File: config.mk
export PLATFORM = sky130hd
export DESIGN_NAME = gate_scheduler
export DESIGN_NICKNAME = d
export VERILOG_FILES = /design/src/rtl/gate_pkg.sv /design/src/rtl/gate_timer.sv /design/src/rtl/gate_scheduler.sv
export SDC_FILE = /design/constraint.sdc
export NUM_CORES = 1
export LEC_CHECK = 0
export CELL_PAD_IN_SITES_DETAIL_PLACEMENT = 1
export CELL_PAD_IN_SITES_GLOBAL_PLACEMENT = 2
export CORE_MARGIN = 2
export CORE_UTILIZATION = 36
export CTS_CLUSTER_DIAMETER = 50
export DETAILED_ROUTE_END_ITERATION = 8
export PLACE_DENSITY = 0.78
export SYNTH_ARGS = -nofsm -noshare
export SYNTH_HDL_FRONTEND = slang
export SYNTH_SLANG_ARGS = --single-unit
File: constraint.sdc
create_clock -name clk -period 4.6 [get_ports clk]
set_input_delay 0.69 -clock clk [delete_from_list [all_inputs] [get_ports clk]]
set_output_delay 0.69 -clock clk [all_outputs]
set_load 0.01 [all_outputs]
File: src/rtl/gate_pkg.sv
// Shared types for the parking-gate barrier scheduler.
package gate_pkg;

    typedef enum logic [1:0] {
        DOWN       = 2'b00,
        UP_START   = 2'b01,
        UP         = 2'b10,
        DOWN_START = 2'b11
    } bar_cmd_t;

    typedef enum logic [1:0] {
        IDLE,
        RAISE,
        OPEN,
        LOWER
    } gate_state_t;

    typedef enum logic {
        ENTRY,
        EXIT
    } dir_t;

    // Barrier command driven while the scheduler sits in a given state
    function automatic bar_cmd_t state_cmd(input gate_state_t s);
        case (s)
            IDLE:    return DOWN;
            RAISE:   return UP_START;
            OPEN:    return UP;
            LOWER:   return DOWN_START;
            default: return DOWN;
        endcase
    endfunction

endpackage

File: src/rtl/gate_timer.sv
// Loadable down-counter shared by the travel and pass-timeout phases.
module gate_timer #(
    parameter int unsigned W = 4
) (
    input  logic         clk,
    input  logic         rst_n,
    input  logic         load,
    input  logic [W-1:0] value,
    output logic         done
);

    logic [W-1:0] count;
    logic [W-1:0] count_next;

    always_comb begin
        count_next = count;
        if (load) begin
            count_next = value;
        end else if (count != '0) begin
            count_next = count - W'(1);
        end
    end

    // done is high in the cycle the counter sits at zero
    always_ff @(posedge clk or negedge rst_n) begin
        if (!rst_n) begin
            count <= '0;
            done  <= 1'b0;
        end else begin
            count <= count_next;
            done  <= (count_next == '0);
        end
    end

endmodule

File: src/rtl/gate_scheduler.sv
// Barrier scheduler: arbitrates entry/exit lanes, sequences the barrier, tracks occupancy.
// Optional safety reversal in LOWER enabled by defining GATE_SAFETY_REVERSE_EN.
module gate_scheduler
    import gate_pkg::*;
#(
    parameter int unsigned CAPACITY     = 8,
    parameter int unsigned TRAVEL_CYC   = 4,
    parameter int unsigned PASS_TIMEOUT = 16
) (
    input  logic                             clk,
    input  logic                             R,
    input  logic                             entry_req,
    input  logic                             exit_req,
    input  logic                             C,
    output logic                             entry_gnt,
    output logic                             exit_gnt,
    output logic [1:0]                       bar_cmd,
    output logic [$clog2(CAPACITY+1)-1:0]    occupancy,
    output logic                             full,
    output logic                             busy
);

    localparam int unsigned OCC_W  = $clog2(CAPACITY + 1);
    localparam int unsigned T_MAX  = (TRAVEL_CYC > PASS_TIMEOUT) ? TRAVEL_CYC : PASS_TIMEOUT;
    localparam int unsigned TMR_W  = $clog2(T_MAX + 1);
    localparam logic [TMR_W-1:0] TRAVEL_LD = TMR_W'(TRAVEL_CYC - 1);
    localparam logic [TMR_W-1:0] PASS_LD   = TMR_W'(PASS_TIMEOUT - 1);
    localparam logic [OCC_W-1:0] OCC_MAX   = OCC_W'(CAPACITY);

    gate_state_t      state, state_next;
    dir_t             dir, dir_next;
    dir_t             last, last_next;
    logic             seen, seen_next;
    logic             c_q;
    logic [OCC_W-1:0] occ_next;
    logic             tmr_load;
    logic [TMR_W-1:0] tmr_val;
    logic             tmr_done;
    logic             entry_gnt_next, exit_gnt_next;
    logic             elig_entry, elig_exit, win_exit;

    assign elig_entry = entry_req && !full;
    assign elig_exit  = exit_req && (occupancy != '0);
    // With both lanes eligible, the lane not served last wins
    assign win_exit   = elig_exit && (!elig_entry || (last == ENTRY));

    gate_timer #(.W(TMR_W)) u_timer (
        .clk   (clk),
        .rst_n (R),
        .load  (tmr_load),
        .value (tmr_val),
        .done  (tmr_done)
    );

    always_comb begin
        state_next     = state;
        dir_next       = dir;
        last_next      = last;
        seen_next      = seen;
        occ_next       = occupancy;
        tmr_load       = 1'b0;
        tmr_val        = TRAVEL_LD;
        entry_gnt_next = 1'b0;
        exit_gnt_next  = 1'b0;

        case (state)
            IDLE: begin
                if (elig_entry || elig_exit) begin
                    dir_next       = win_exit ? EXIT : ENTRY;
                    last_next      = win_exit ? EXIT : ENTRY;
                    seen_next      = 1'b0;
                    state_next     = RAISE;
                    tmr_load       = 1'b1;
                    tmr_val        = TRAVEL_LD;
                    entry_gnt_next = !win_exit;
                    exit_gnt_next  = win_exit;
                end
            end
            RAISE: begin
                if (tmr_done) begin
                    state_next = OPEN;
                    tmr_load   = 1'b1;
                    tmr_val    = PASS_LD;
                end
            end
            OPEN: begin
                if (!seen && C) begin
                    seen_next = 1'b1;
                end
                if (seen && c_q && !C) begin
                    state_next = LOWER;
                    tmr_load   = 1'b1;
                    tmr_val    = TRAVEL_LD;
                    if (dir == ENTRY) begin
                        occ_next = (occupancy == OCC_MAX) ? occupancy : occupancy + OCC_W'(1);
                    end else begin
                        occ_next = (occupancy == '0) ? occupancy : occupancy - OCC_W'(1);
                    end
                end else if (!seen && !C && tmr_done) begin
                    state_next = LOWER;
                    tmr_load   = 1'b1;
                    tmr_val    = TRAVEL_LD;
                end
            end
            LOWER: begin
`ifdef GATE_SAFETY_REVERSE_EN
                if (C) begin
                    state_next = RAISE;
                    tmr_load   = 1'b1;
                    tmr_val    = TRAVEL_LD;
                end else if (tmr_done) begin
                    state_next = IDLE;
                end
`else
                if (tmr_done) begin
                    state_next = IDLE;
                end
`endif
            end
            default: begin
                state_next = IDLE;
            end
        endcase
    end

    // State and registered outputs; reset favours exit on the first tie
    always_ff @(posedge clk or negedge R) begin
        if (!R) begin
            state     <= IDLE;
            dir       <= ENTRY;
            last      <= ENTRY;
            seen      <= 1'b0;
            c_q       <= 1'b0;
            occupancy <= '0;
            full      <= 1'b0;
            busy      <= 1'b0;
            bar_cmd   <= DOWN;
            entry_gnt <= 1'b0;
            exit_gnt  <= 1'b0;
        end else begin
            state     <= state_next;
            dir       <= dir_next;
            last      <= last_next;
            seen      <= seen_next;
            c_q       <= C;
            occupancy <= occ_next;
            full      <= (occ_next == OCC_MAX);
            busy      <= (state_next != IDLE);
            bar_cmd   <= state_cmd(state_next);
            entry_gnt <= entry_gnt_next;
            exit_gnt  <= exit_gnt_next;
        end
    end

endmodule

* Word level (Yosys, flattened, before mapping)
Index checks and enable logic that the tools add are counted.
Cells by class: $mul 0, bitwise gates (word level) 1, equal/unequal tests 10, add/sub/neg operators 3, reductions and logical operators 25, div/mod/pow operators 0, $lt $le $gt $ge 0, mux-type cells 29, shifts and indexed selects 0
Operator list (count):
- 4-bit 2-to-1 mux | 7
- 2-bit one-hot mux with 4 select lines | 2
- 1-bit 2-to-1 mux | 11
- 2-bit 2-to-1 mux | 5
- 5-bit 2-to-1 mux | 2
- 2-bit equality test, second input constant | 4
- 4-bit equality test, second input constant | 2
- 1-bit logical AND | 8
- 1-bit zero test | 5
- 5-bit zero test | 1
- 5-bit nonzero test | 1
- 5-bit by 1-bit subtractor with 5-bit output, second input constant | 1
- 4-bit by 1-bit adder with 4-bit output, second input constant | 1
- 2-bit by 1-bit equality test with 1-bit output, second input constant | 2
- 2-bit zero test | 2
- 4-bit zero test | 1
- 2-bit != test, second input constant | 2
- 2-bit nonzero test | 2
- 4-bit nonzero test | 1
- 4-bit by 1-bit subtractor with 4-bit output, second input constant | 1
- 1-bit one-hot mux with 3 select lines | 1
- 3-bit AND reduction | 1
- 1-bit logical OR | 2
- 1-bit one-hot mux with 2 select lines | 1
- 2 further kinds | 2
Word-level totals: logic and storage cells 80, memory bits (writable) 0, input bits 5, bits in latches 0, output and inout bits 10, memories kept 0, bits in registers 21, bits in read-only memories 0

* Logic depth before layout (Yosys ltp)
depth in word-level cells 8, mapped depth 6, mapped depth without buffers 6

* By module
From an unflattened synthesis, not the netlist that was laid out.
Second synthesis, totals: cell total of the unflattened synthesis 111, area, all modules 1136.1 µm²
By module, submodules not included:
- gate_scheduler | cells each 79, times used 1, area an instance 790.8 µm²
- gate_timer | cells each 32, times used 1, area an instance 345.3 µm²

* Worst setup path after synthesis
Ideal clock, no wire load.
path kind register to register, start point register occupancy[0], end point register bar_cmd[0], required time 4.475 ns, cell stages (with the launch flop) 7, setup slack 2.672 ns, setup time 0.125 ns, period minus slack after synthesis 1.928 ns, arrival time 1.804 ns, cells stage by stage dfrtp_1 inv_1 ha_1 or3b_4 a21oi_1 o22ai_1 mux2_2
On the way: word-level cells in the longest chain between the ends 7, elaborated cells on any way between the ends 10
Ends and longest elaborated chain:
- from (decl) | RTL line gate_scheduler.sv:18 | output logic [$clog2(CAPACITY+1)-1:0] occupancy,
- from (signal assigned) | RTL line gate_scheduler.sv:146 | occupancy <= occ_next;
- 4-bit nonzero test (*) | RTL line gate_scheduler.sv:43 | assign elig_exit = exit_req && (occupancy != '0);
- 1-bit logical AND (*) | RTL line gate_scheduler.sv:43
- 1-bit logical OR (*) | RTL line gate_scheduler.sv:68 | if (elig_entry || elig_exit) begin
- 2-bit 2-to-1 mux (*) | RTL line gate_scheduler.sv:68
- 2-bit one-hot mux with 4 select lines (*) | RTL line gate_scheduler.sv:66 | case (state)
- 2-bit equality test, or another cell as far along | RTL line gate_pkg.sv:25 | case (s)
- 2-bit one-hot mux with 4 select lines (*) | RTL line gate_pkg.sv:25
- to (signal assigned) | RTL line gate_scheduler.sv:149 | bar_cmd <= state_cmd(state_next);
- to (decl) | RTL line gate_scheduler.sv:17 | output logic [1:0] bar_cmd,
Mark *: on every way between the ends. The rest lies on a longest branch, timed or not. A chain may end at the register's enable or synchronous reset.

* Worst setup path in the final report
start point register occupancy[0], end point register state[0]
On the way: word-level cells in the longest chain between the ends 5
Ends and longest elaborated chain:
- 4-bit nonzero test | RTL line gate_scheduler.sv:43
- 1-bit logical AND | RTL line gate_scheduler.sv:43
- 1-bit logical OR | RTL line gate_scheduler.sv:68
- 2-bit 2-to-1 mux | RTL line gate_scheduler.sv:68
- 2-bit one-hot mux with 4 select lines | RTL line gate_scheduler.sv:66
- named net state_next[0] | RTL line gate_scheduler.sv:30 | gate_state_t state, state_next;
- to (signal assigned) | RTL line gate_scheduler.sv:141 | state <= state_next;
- to (decl) | RTL line gate_scheduler.sv:30
The timed path passes the listed nets, and every way through them passes these cells.

==> parameters.txt <==
Parameter                              Value

Synth
  Share of flip-flops with an asynchronous set or reset after synthesis    1.00
  Post-synthesis sequential area ratio    0.441
  Most repeated cell in the gate-level netlist after synthesis    sky130_fd_sc_hd__dfrtp_1
  Share of the synthesized area in the top cell type    0.441
  Post-Synthesis Cell Area    between 1000 and 1500 um2
  Synthesized netlist net count    121
  Area contributors post-synth    sky130_fd_sc_hd__dfrtp_1 (44%), sky130_fd_sc_hd__inv_1 (3.6%), sky130_fd_sc_hd__a21oi_1 (3.5%)
  Netlist cell types    41
  Most common flop cell mapped by yosys    sky130_fd_sc_hd__dfrtp_1
  Number of flops mapped to enable cells by yosys    0
  Post-synthesis register bit count    20
  Cell accounting for the most synthesized area    sky130_fd_sc_hd__dfrtp_1
  Yosys synthesis warning count    0
  Post-synthesis instance total    113
  Most used standard cells in the synthesized netlist    sky130_fd_sc_hd__dfrtp_1 (20), sky130_fd_sc_hd__inv_1 (11), sky130_fd_sc_hd__a21oi_1 (8), sky130_fd_sc_hd__nand2_1 (7), sky130_fd_sc_hd__nor2_1 (6)
  Per-instance average area after synthesis    10.1 um2

Placed design
  Weighted congestion reported at the end of routability-driven placement    roughly 0.8
  Hpwl dp    1960 um
  DP Worst Slack    roughly 2.1 ns
  Port Buffer Count    14

Worst hold path
  Cell depth of the worst min-delay path    3
  Hold WC Path Type    reg -> reg
  Hold path start    full
  Hold path endpoint    entry_gnt

Status
  Run status    finished clean

Setup path
  Crit path required time    4.80 ns
  Crit path launch type    register
  Worst Setup Path Type    reg -> reg
  Crit-path max cell delay    0.46 ns
  R2R Path End    state[0]
  Slowest-stage cell, CP    sky130_fd_sc_hd__dfrtp_1
  Arrival time worst endpoint    around 2.4 ns
  Kind of capture point of the worst setup path    register
  Ordered cell list for the critical path    inv_1, ha_1, or3b_4, a21oi_1, o22ai_1, mux2_2
  Register-to-Register Setup Slack    2.35 ns
  Worst reg2reg path startpoint    occupancy[0]
  Max Fanout on Critical Path    5
  R2r worst-path depth    6

STA
  Post-layout worst setup margin    2.35 ns
  Final setup violating endpoints    0
  Time the final worst path needs with I/O delays and setup    2.25 ns
  Pins over their slew limit    0
  Fmax    445 MHz
  Setup total negative slack    0 ns
  Slew @ Worst Pin    0.907 ns
  Share of the clock period used by the worst path    0.488
  Worst slew margin relative to its limit    0.393
  Minimum hold slack    slightly below 0.6 ns
  Fin. Hold Viols    0
  Worst clock skew on the final layout    0.00544 ns
  Setup repair after global routing missed its margin    false

Clock network
  TritonCTS sink count    20
  Post-CTS sizing    0
  # Post-CTS Setup Buffers    0
  CTS clk-pin slew, worst paths    0.11 ns
  Number of H-tree levels    1
  # hold bufs at CTS    0
  Buffer type at the clock tree root    sky130_fd_sc_hd__clkbuf_4
  Number of clock buffers inserted by TritonCTS    3
  Clock tree from TritonCTS    done
  Max Root-Sink Buffers    2
  Insertion delay of the later-clocked pin in the worst-skew pair    ~0.3 ns

Drt
  Average wire length per cell after detail routing    14.5 um
  Total number of vias    between 800 and 900
  Routed via count divided by cell count    5.02
  Routed met2 length    between 1000 and 1500 um
  Count of routing violations after the opening detailed-route iteration    16
  Total routed wirelength    around 2500 um
  Number of routed nets with antenna violations    0
  Wire length the detailed router placed on met1    1170 um
  First-pass DRT Iterations    4
  Post-route DRC    0
  Total met3 wirelength after detailed routing    40 um
  Top layer reached by signal wires    met4

Die
  Effective utilization at floorplan    0.375
  Die Width    60.2 um
  Total Die Area    roughly 3600 um2
  Floorplan die height    60.2 um
  Placeable Area    3030 um2
  I/O Pins    15
  Row Count    20

Layout
  Final-stage net count    136
  Area growth syn-to-layout    18.1%
  Fraction of final layout cells with drive strength greater than 1    0.110
  Antenna diodes    0

Power and ir drop
  Leakage Power    approximately 0.57 nW
  Max rail drop VDD    0.000203 V
  Power per unit of standard cell area    622 nW/um2

Job
  Max-cap violation count    0

GRT
  Number of global-route vias before repair    947
  Largest net degree at the start of global routing    21
  Antenna violations before repair    0
  Residual overflow from global routing    0
  First-pass GRT wire length    4470 um
  Total global-route track usage    0.166
stage by stage:
stage / cells / utilization / total power, mW / instance area, um2
CTS: 171 / 0.443 / 0.848 / 1340
floorplan: 113 / - / 0.614 / 1140
finish: 171 / 0.443 / 0.834 / 1340
global placement: 167 / 0.431 / 0.731 / 1310
detailed placement: 167 / 0.431 / 0.744 / 1310
global route: 171 / 0.443 / 0.917 / 1340
per-layer routing:
layer  vias up  GRT usage
met2         8      0.270
met5         -          0
li1        428          -
met4         0     0.0857
met1       421      0.217
met3         2     0.0152
cells in the final DEF (no fill, tap or decap), drive strengths merged, types with 2 or more instances in the layout:
| cell type | Yosys | routed |
|---|---|---|
| nor2b | 3 | 3 |
| nor4b | 2 | 2 |
| inv | 11 | 11 |
| o21ai | 4 | 4 |
| or3b | 3 | 3 |
| nand3 | 3 | 3 |
| a22o | 2 | 2 |
| nand2 | 7 | 7 |
| ha | 3 | 3 |
| or3 | 2 | 2 |
| a21oi | 8 | 8 |
| mux2 | 3 | 3 |
| dfrtp | 20 | 20 |
| o31ai | 2 | 2 |
| nor2 | 6 | 6 |
| clkdlybuf4s50 | 0 | 14 |
| nor3b | 2 | 2 |
| nor3 | 3 | 3 |
| clkbuf | 2 | 4 |
| xnor2 | 4 | 4 |
| mux2i | 3 | 3 |
| a22oi | 2 | 2 |
final cells by class:
cell class                 count  area (um2)
tap                           44        55.1
timing repair buffer          14         140
clock buffer                   4        36.3
fill                         354        1690
multi-input combinational     78         568
inverter                      11        41.3
sequential                    20         500
power by group:
part | switching, mW | leakage [nW] | internal, mW
clock | 0.0522 | 0.0210 | 0.0482
combinational | 0.191 | 0.304 | 0.211
sequential | 0.0955 | 0.242 | 0.236
flip-flops by register name (all words and copies together), names as in the netlist:
register	flops
bar_cmd	1
busy	1
c_q	1
entry_gnt	1
exit_gnt	1
full	1
last	1
occupancy	4
seen	1
state	2
u_timer.count	5
u_timer.done	1
worst max-delay path, delay by kind of cell (launching register included):
kind | cells | cell delay [ns]
AO/OA/AOI/OAI | 2 | 0.57
adder cells (fa/ha/maj) | 1 | 0.27
buffers and inverters | 1 | 0.12
flip-flops | 1 | 0.46
multiplexers | 1 | 0.30
AND/OR/NAND/NOR | 1 | 0.44
worst max-delay path by stage:
stage                 start         end  slack, ns  depth (start not counted)
3_5_place_dp              C        full       2.12                          5
4_1_cts        occupancy[0]  bar_cmd[0]       2.32                          6
5_1_grt        occupancy[0]  bar_cmd[0]       2.22                          6
2_1_floorplan  occupancy[0]  bar_cmd[0]       2.67                          6
6_report       occupancy[0]    state[0]       2.35                          6
3_3_place_gp              C        full       2.24                          5
cell families (layout without fill, tap and decap cells):
| family | count (synthesis) | in the layout | synth area share |
|---|---|---|---|
| AND/OR/NAND/NOR | 37 | 37 | 0.199 |
| buffers and inverters | 15 | 29 | 0.0595 |
| adder cells (fa/ha/maj) | 3 | 3 | 0.0330 |
| flip-flops | 20 | 20 | 0.441 |
| XOR/XNOR | 5 | 5 | 0.0385 |
| multiplexers | 6 | 6 | 0.0562 |
| AO/OA/AOI/OAI | 27 | 27 | 0.173 |
(Power assumes the default switching activity.)
